==> config.mk <==
export PLATFORM = sky130hd
export DESIGN_NAME = imm_gen_pipe
export DESIGN_NICKNAME = d
export VERILOG_FILES = /design/src/rtl/imm_gen_pipe_pkg.sv /design/src/rtl/imm_extend_core.sv /design/src/rtl/imm_gen_pipe.sv
export SDC_FILE = /design/constraint.sdc
export NUM_CORES = 1
export LEC_CHECK = 0
export BUFFER_PORTS_ARGS = -buffer_cell sky130_fd_sc_hd__buf_2
export CAP_MARGIN = 10
export CORE_MARGIN = 5
export CORE_UTILIZATION = 55
export DETAILED_ROUTE_END_ITERATION = 6
export GPL_ROUTABILITY_DRIVEN = 0
export PLACE_DENSITY = 0.86
export SYNTH_ARGS = -nofsm -noshare
export SYNTH_HDL_FRONTEND = slang
export SYNTH_SLANG_ARGS = --single-unit
export TNS_END_PERCENT = 100
==> constraint.sdc <==
create_clock -name clk -period 5.15 [get_ports clk]
set_input_delay 0.515 -clock clk [delete_from_list [all_inputs] [get_ports clk]]
set_output_delay 0.515 -clock clk [all_outputs]
set_load 0.01 [all_outputs]
==> src/rtl/imm_gen_pipe_pkg.sv <==
// Shared definitions for the immediate generator: extension-mode encodings and default datapath width.
// Modes 6 and 7 are deliberately unassigned and decode as illegal.
package imm_gen_pipe_pkg;

    localparam int IMM_MODE_W            = 3;
    localparam int IMM_WORD_SIZE_DEFAULT = 16;

    typedef enum logic [IMM_MODE_W-1:0] {
        IMM_MODE_SEXT_IMM = 3'd0,
        IMM_MODE_ZEXT_IMM = 3'd1,
        IMM_MODE_LHI      = 3'd2,
        IMM_MODE_JMP_TGT  = 3'd3,
        IMM_MODE_SEXT_TGT = 3'd4,
        IMM_MODE_BR_TGT   = 3'd5
    } imm_mode_e;

endpackage

==> src/rtl/imm_extend_core.sv <==
// Combinational mode decode and immediate/target extension, zero latency.
// No state and no handshake; undefined modes yield value 0 with o_illegal set.
module imm_extend_core
    import imm_gen_pipe_pkg::*;
#(
    parameter int WORD_SIZE    = IMM_WORD_SIZE_DEFAULT,
    parameter int IMM_WIDTH    = 8,
    parameter int TARGET_WIDTH = 12
) (
    input  logic [IMM_MODE_W-1:0]   i_mode,
    input  logic [IMM_WIDTH-1:0]    i_imm,
    input  logic [TARGET_WIDTH-1:0] i_target,
    input  logic [WORD_SIZE-1:0]    i_pc,
    output logic [WORD_SIZE-1:0]    o_value,
    output logic                    o_illegal
);

    logic [WORD_SIZE-1:0] w_sext_imm;
    logic [WORD_SIZE-1:0] w_zext_imm;
    logic [WORD_SIZE-1:0] w_sext_tgt;

    assign w_sext_imm = {{(WORD_SIZE-IMM_WIDTH){i_imm[IMM_WIDTH-1]}}, i_imm};
    assign w_zext_imm = {{(WORD_SIZE-IMM_WIDTH){1'b0}}, i_imm};
    assign w_sext_tgt = {{(WORD_SIZE-TARGET_WIDTH){i_target[TARGET_WIDTH-1]}}, i_target};

    always_comb begin
        o_value   = '0;
        o_illegal = 1'b0;
        case (i_mode)
            IMM_MODE_SEXT_IMM: o_value = w_sext_imm;
            IMM_MODE_ZEXT_IMM: o_value = w_zext_imm;
            // Shift rather than concatenate so oversized immediates truncate cleanly.
            IMM_MODE_LHI:      o_value = w_zext_imm << (WORD_SIZE-IMM_WIDTH);
            IMM_MODE_JMP_TGT:  o_value = {i_pc[WORD_SIZE-1:TARGET_WIDTH], i_target};
            IMM_MODE_SEXT_TGT: o_value = w_sext_tgt;
            IMM_MODE_BR_TGT:   o_value = i_pc + WORD_SIZE'(1) + w_sext_imm;
            default:           o_illegal = 1'b1;
        endcase
    end

endmodule

==> src/rtl/imm_gen_pipe.sv <==
// Pipelined immediate generator: 1 cycle accept-to-out_valid, output register plus one-entry skid buffer.
// in_ready is registered (!skid valid) so decode streams at full rate with no out_ready->in_ready path.
module imm_gen_pipe
    import imm_gen_pipe_pkg::*;
#(
    parameter int WORD_SIZE    = IMM_WORD_SIZE_DEFAULT,
    parameter int IMM_WIDTH    = 8,
    parameter int TARGET_WIDTH = 12
) (
    input  logic                    clk,
    input  logic                    reset,
    input  logic                    flush,
    input  logic                    in_valid,
    output logic                    in_ready,
    input  logic [IMM_MODE_W-1:0]   in_mode,
    input  logic [IMM_WIDTH-1:0]    in_imm,
    input  logic [TARGET_WIDTH-1:0] in_target,
    input  logic [WORD_SIZE-1:0]    in_pc,
    output logic                    out_valid,
    input  logic                    out_ready,
    output logic [WORD_SIZE-1:0]    out_value,
    output logic                    out_illegal
);

    logic [WORD_SIZE-1:0] w_value;
    logic                 w_illegal;
    logic                 w_accept;
    logic                 w_o_free;

    logic                 r_o_vld;
    logic [WORD_SIZE-1:0] r_o_value;
    logic                 r_o_illegal;
    logic                 r_s_vld;
    logic [WORD_SIZE-1:0] r_s_value;
    logic                 r_s_illegal;

    imm_extend_core #(
        .WORD_SIZE    (WORD_SIZE),
        .IMM_WIDTH    (IMM_WIDTH),
        .TARGET_WIDTH (TARGET_WIDTH)
    ) u_core (
        .i_mode    (in_mode),
        .i_imm     (in_imm),
        .i_target  (in_target),
        .i_pc      (in_pc),
        .o_value   (w_value),
        .o_illegal (w_illegal)
    );

    assign w_accept = in_valid && !r_s_vld && !flush;
    assign w_o_free = !r_o_vld || out_ready;

    always_ff @(posedge clk) begin
        if (reset) begin
            r_o_vld     <= 1'b0;
            r_o_value   <= '0;
            r_o_illegal <= 1'b0;
            r_s_vld     <= 1'b0;
            r_s_value   <= '0;
            r_s_illegal <= 1'b0;
        end else if (flush) begin
            r_o_vld <= 1'b0;
            r_s_vld <= 1'b0;
        end else if (w_o_free) begin
            // A full skid blocks in_ready, so draining it never coincides with an accept.
            if (r_s_vld) begin
                r_o_vld     <= 1'b1;
                r_o_value   <= r_s_value;
                r_o_illegal <= r_s_illegal;
                r_s_vld     <= 1'b0;
            end else begin
                r_o_vld <= w_accept;
                if (w_accept) begin
                    r_o_value   <= w_value;
                    r_o_illegal <= w_illegal;
                end
            end
        end else if (w_accept) begin
            r_s_vld     <= 1'b1;
            r_s_value   <= w_value;
            r_s_illegal <= w_illegal;
        end
    end

    assign in_ready    = !r_s_vld;
    assign out_valid   = r_o_vld;
    assign out_value   = r_o_value;
    assign out_illegal = r_o_illegal;

endmodule
# ---- After elaboration in Yosys (flattened, before gate mapping)
# Index checks and enable logic that the tools add are counted.
dict set report totals {
  ff_bits 36
  inputBits 44
  word_cells 35
  output_inout_bits 19
}
dict set report op_classes {
  eq_ne 5
  add_sub_neg 2
  n_reduce_logical 13
  bitwise 2
  n_mux 7
}
# op n
set ops {}
lappend ops {{16-bit one-hot mux with 6 select lines} 1}
lappend ops {{16-bit two-way mux} 2}
lappend ops {{16-bit by 1-bit adder with 16-bit output (second input constant)} 1}
lappend ops {{16-bit adder} 1}
lappend ops {{3-bit by 2-bit equality test with 1-bit output (second input constant)} 2}
lappend ops {{3-bit equality test (second input constant)} 2}
lappend ops {{3-bit AND reduction} 2}
lappend ops {{6-bit OR reduction} 1}
lappend ops {{1-bit two-way mux} 4}
lappend ops {{3-bit by 1-bit equality test with 1-bit output (second input constant)} 1}
lappend ops {{1-bit logical NOT} 3}
lappend ops {{3-bit logical NOT} 1}
lappend ops {{3-bit OR reduction} 1}
lappend ops {{1-bit logical AND} 2}
lappend ops {{1-bit NOT} 2}
lappend ops {{2-bit nonzero test} 1}
lappend ops {{2-bit OR reduction} 1}
lappend ops {{1-bit logical OR} 1}

# ---- Logic depth before layout (Yosys ltp)
dict set report logic_depth {
  ltp_word 5
  mapped_depth 11
  mapped_depth_nobuf 11
}

# ---- By module
# Synthesis repeated with hierarchy kept, for this count alone.
dict set report hier_totals {
  hier_cells 335
  area_unflattened_um2 2974.1
}
# module n_inst area_each_um2 cells_each seq_area_each_um2
set by_module_without_submodules {}
lappend by_module_without_submodules {imm_gen_pipe 1 1692.9 161 720.7}
lappend by_module_without_submodules {imm_extend_core 1 1281.2 174 0.0}

# ---- Least setup slack after synthesis
# OpenSTA, ideal clock, no wires.
dict set report synth_timing {
  path_kind {input-to-reg}
  start {input in_imm[0]}
  end {register r_o_value[4] (netlist: out_value[4])}
  path_stages 11
  arrival_ns 2.254
  path_buffers 0
  slack_ns 2.773
  required_time_ns 5.027
  setup_ns 0.123
  path_cell_list {inv_1 -> ha_1 -> inv_1 -> fa_1 -> a21o_1 -> a21oi_1 -> xnor2_1 -> a22o_1 -> a21o_1 -> a221oi_1 -> nor2_1}
}
dict set report synth_between {
  elab_chain_len 4
}
# element line
set synth_lines {}
lappend synth_lines {{start, declared} imm_gen_pipe.sv:16} ;# input logic [IMM_WIDTH-1:0] in_imm,
lappend synth_lines {{16-bit adder} imm_extend_core.sv:36} ;# IMM_MODE_BR_TGT: o_value = i_pc + WORD_SIZE'(1) + w_sext_imm;
lappend synth_lines {{16-bit one-hot mux with 6 select lines} imm_extend_core.sv:29} ;# case (i_mode)
lappend synth_lines {{16-bit two-way mux} imm_gen_pipe.sv:73} ;# if (w_accept) begin
lappend synth_lines {{16-bit two-way mux} imm_gen_pipe.sv:66} ;# if (r_s_vld) begin
lappend synth_lines {{end signal, assigned} imm_gen_pipe.sv:68} ;# r_o_value <= r_s_value;
lappend synth_lines {{end signal, assigned} imm_gen_pipe.sv:74} ;# r_o_value <= w_value;
lappend synth_lines {{end, declared} imm_gen_pipe.sv:31} ;# logic [WORD_SIZE-1:0] r_o_value;
# No other way between the ends. The select of a mux whose other input is x is not followed.
# A chain may end at the register's enable or synchronous reset.

# ---- Worst setup path after layout
dict set report layout_timing {
  start {register r_s_vld}
  end {register r_o_value[10] (netlist: out_value[10])}
}
dict set report layout_between {
  elab_chain_len 5
  word_cells_on_any_way 6
  cone_classes {mux: 1; reduce/logical: 5}
}
# element line
set layout_lines {}
lappend layout_lines {{start, declared} imm_gen_pipe.sv:33} ;# logic r_s_vld;
lappend layout_lines {{start signal, assigned} imm_gen_pipe.sv:58} ;# r_s_vld <= 1'b0;
lappend layout_lines {{start signal, assigned} imm_gen_pipe.sv:63} ;# r_s_vld <= 1'b0;
lappend layout_lines {{start signal, assigned} imm_gen_pipe.sv:70} ;# r_s_vld <= 1'b0;
lappend layout_lines {{1-bit logical NOT} imm_gen_pipe.sv:50} ;# assign w_accept = in_valid && !r_s_vld && !flush;
lappend layout_lines {{1-bit logical AND (2 in a row)} imm_gen_pipe.sv:50}
lappend layout_lines {{2-bit nonzero test (no line)} n/a}
lappend layout_lines {{3-bit AND reduction (no line)} n/a}
# Parallel ways exist; a longest one is shown, timed or not.

==> key figures <==
Timing
  – Worst Skew: 0.00547 ns
  – Fin crit share: 48.3%
  – FMAX: 402 MHz
  – PnR worst setup slack: 2.66 ns
  – RSZ-0062 raised after global routing: false
  – Hold slack: 0.442 ns
  – Final Max Slew Viols: 0
  – Relative slew slack: 42.6%
  – Worst-Margin Slew: 0.860 ns
  – Setup violators final: 0
  – Endpoints failing hold: 0
  – Tmin final: 2.49 ns
  – Setup TNS Final: 0 ns

Setup path
  – CP max-delay cell: dfxtp_1
  – Worst Path Arrival: 2.64 ns
  – R2R setup slack: 2.66 ns
  – CP endpoint kind: flip-flop
  – FF-to-FF Start: r_s_vld$_SDFFE_PP0P_
  – CP startpoint kind: flip-flop
  – Cell chain of the critical path: nor2_1 -> or3_1 -> or3_1 -> o21ai_0 -> a311oi_1
  – Critical path fanouts, max: 25
  – CP bufs+invs: 0
  – Crit path top cell by count: or3_1
  – Worst reg2reg path endpoint: out_value[10]$_SDFFE_PP0P_
  – WP data required: 5.30 ns
  – Max incr delay on CP: 0.88 ns
  – WS Path Type: reg2reg
  – CP top delay family: simple AND/OR/NAND/NOR gates
  – Path depth of the worst reg2reg path: 5

Routing
  – WL final: 7170 um
  – Wire per inst: 15.1 um
  – Drt pass-1 iters: 6
  – DRC Markers: 0
  – Initial DRC count: 265
  – Routed Antenna Nets: 0
  – Via Count: 2,842
  – Vias per cell: 5.98

Synth
  – Top cell type's share of synthesized area: 26.8%
  – Netlist area before placement: 0.00269 mm^2
  – Mapped Nets: 424
  – Synth top area cells: dfxtp_1 27%, a21oi_1 7.4%, ha_1 7.0%
  – Synth warn: 0
  – Most common cell in the netlist: a21oi_1
  – Largest area contributor in the netlist: dfxtp_1
  – Register area share after synthesis: 26.8%
  – Synth Register Bits: 36
  – Ys async rst share: 0%
  – Post-Syn Area per Cell: 7.39 um^2
  – Most frequent cells after synthesis: 40 x a21oi_1, 37 x nand2_1, 36 x dfxtp_1
  – Synth cell types: 54
  – Top FF cell, synth: dfxtp_1
  – EDFF count, synth: 0
  – Cells after synthesis: 364

Global routing
  – Total global routing overflow: 0
  – Vias in the first global route: 2,499
  – Initial antenna violation count: 0
  – Maximum number of pins on one net before global-route repair: 28
  – Global-route wire length before repair: 11,700 um
  – GRT Resource Usage Total: 22.7%

Placement
  – Placed cell areas: 0.00297 mm^2
  – Placed wire-length estimate: 5430 um
  – Placed insts: 467
  – Place WS: 2.54 ns
  – Number of port buffers: 62

Cells and area
  – Synth-to-layout area growth: 15.2%
  – Final core utilization: 65.6%
  – Share of post-route cells with drive strength above 1: 19.4%
  – Final Instance Count excl. Fillers: 475
  – Layout Nets: 467
  – Diodes inserted: 0
  – Post-route cell area: 0.00310 mm^2

Clock tree
  – Clk sinks: 36
  – Reg clk slew, reported paths: 0.07 ns
  – Root Buffer: clkbuf_8
  – Setup bufs post-CTS: 0
  – CTS tree: done
  – CTS Buf Count: 5
  – Max clock buf depth: 2
  – Hold_buf cts: 0
  – H-Tree Depth: 2
  – Worst-Skew Late Latency: 0.29 ns
  – Post-CTS resize count: 0

Worst hold path
  – WHS Endpoint: out_valid$_SDFFE_PP0P_
  – Hold path cells: 2
  – Worst Hold Class: in2reg
  – Hold path start: flush

Die
  – Die W: 79.9 um
  – Die Y: 79.9 um
  – Die area: 0.00639 mm^2
  – I/O Pins: 63
  – Initial cell density of the core: 57.0%
  – Row count: 25
  – Core area: 0.00472 mm^2

Pwr
  – Worst vdd ir: 177 uV
  – Static leakage: 1.28 nW
  – Final total power: 0.766 mW
  – PD cells: 247 mW/mm^2

Job
  – Max Cap Viol: 0

Outcome
  – Status: complete, no violations
## flip-flops by register name (all words and copies together) (netlist names)
name and cells:
out_illegal 1, out_valid 1, out_value 16, r_s_illegal 1
r_s_value 16, r_s_vld 1
## layout make-up
| type | instances | area [um^2] |
|---|---|---|
| Clock buffer | 7 | 96.3 |
| Clock inverter | 1 | 30.0 |
| Fill cell | 446 | 1630 |
| Inverter | 8 | 30.0 |
| Multi-Input combinational cell | 293 | 1820 |
| Sequential cell | 36 | 721 |
| Tap cell | 67 | 83.8 |
| Timing Repair Buffer | 63 | 318 |
## report_power, final
part / leakage [nW] / switching [mW] / internal, mW
sequential: 0.292 / 0.00454 / 0.287
clock: 0.0645 / 0.0990 / 0.171
combinational: 0.925 / 0.121 / 0.0841
## placed cells by master, fill, tap and decap left out, types with 5 or more instances in the layout
cell      synthesis  layout
a211oi_1          7       7
o21a_1            7       7
clkbuf_8          0       7
o21ai_0          25      25
a31oi_1           8       8
xnor2_1           8       8
nand2b_1          8       8
dfxtp_1          36      36
nor2_1           33      33
a21oi_1          40      40
nand3_1           8       8
nand2_1          37      37
inv_1             8       8
nor2b_1          10      10
a21o_1            5       5
nor3_1           15      15
ha_1             15      15
nand4_1           5       5
o211ai_1          6       6
buf_2             9      62
## metal layers
layer | part of all wire (%) | track usage (%)
met3 | 9.1 | 3.27
met5 | 0 | 0
met1 | 44 | 31.7
met4 | 2.0 | 9.29
met2 | 45 | 34.8
## cell families after synthesis
logic type | count (synthesis) | share of synthesized area, %
AO/OA/AOI/OAI | 132 | 31.6
AND/OR/NAND/NOR | 127 | 22.0
flip-flops | 36 | 26.8
buffers and inverters | 35 | 5.58
adder cells (fa/ha/maj) | 16 | 7.72
XOR/XNOR | 12 | 3.91
multiplexers | 6 | 2.37
## worst max-delay path by stage
| stage | from | endpoint | slack [ns] | depth (start not counted) |
|---|---|---|---|---|
| final | r_s_vld$_SDFFE_PP0P_ | out_value[10]$_SDFFE_PP0P_ | 2.66 | 5 |
| after global routing | r_s_vld$_SDFFE_PP0P_ | out_value[10]$_SDFFE_PP0P_ | 2.40 | 5 |
| after CTS | r_s_vld$_SDFFE_PP0P_ | out_value[10]$_SDFFE_PP0P_ | 2.69 | 5 |
| after detailed placement | in_imm[0] | out_value[4]$_SDFFE_PP0P_ | 2.54 | 12 |
| after global placement | in_imm[0] | out_value[4]$_SDFFE_PP0P_ | 2.57 | 12 |
| after floorplan | in_imm[0] | out_value[4]$_SDFFE_PP0P_ | 2.77 | 11 |
## worst register-to-register path, stage by stage (launching register included)
cell,delay (ns)
dfxtp_1,0.88
nor2_1,0.20
or3_1,0.69
or3_1,0.43
o21ai_0,0.09
a311oi_1,0.07
No activity file was read; power rests on OpenSTA's default activity.
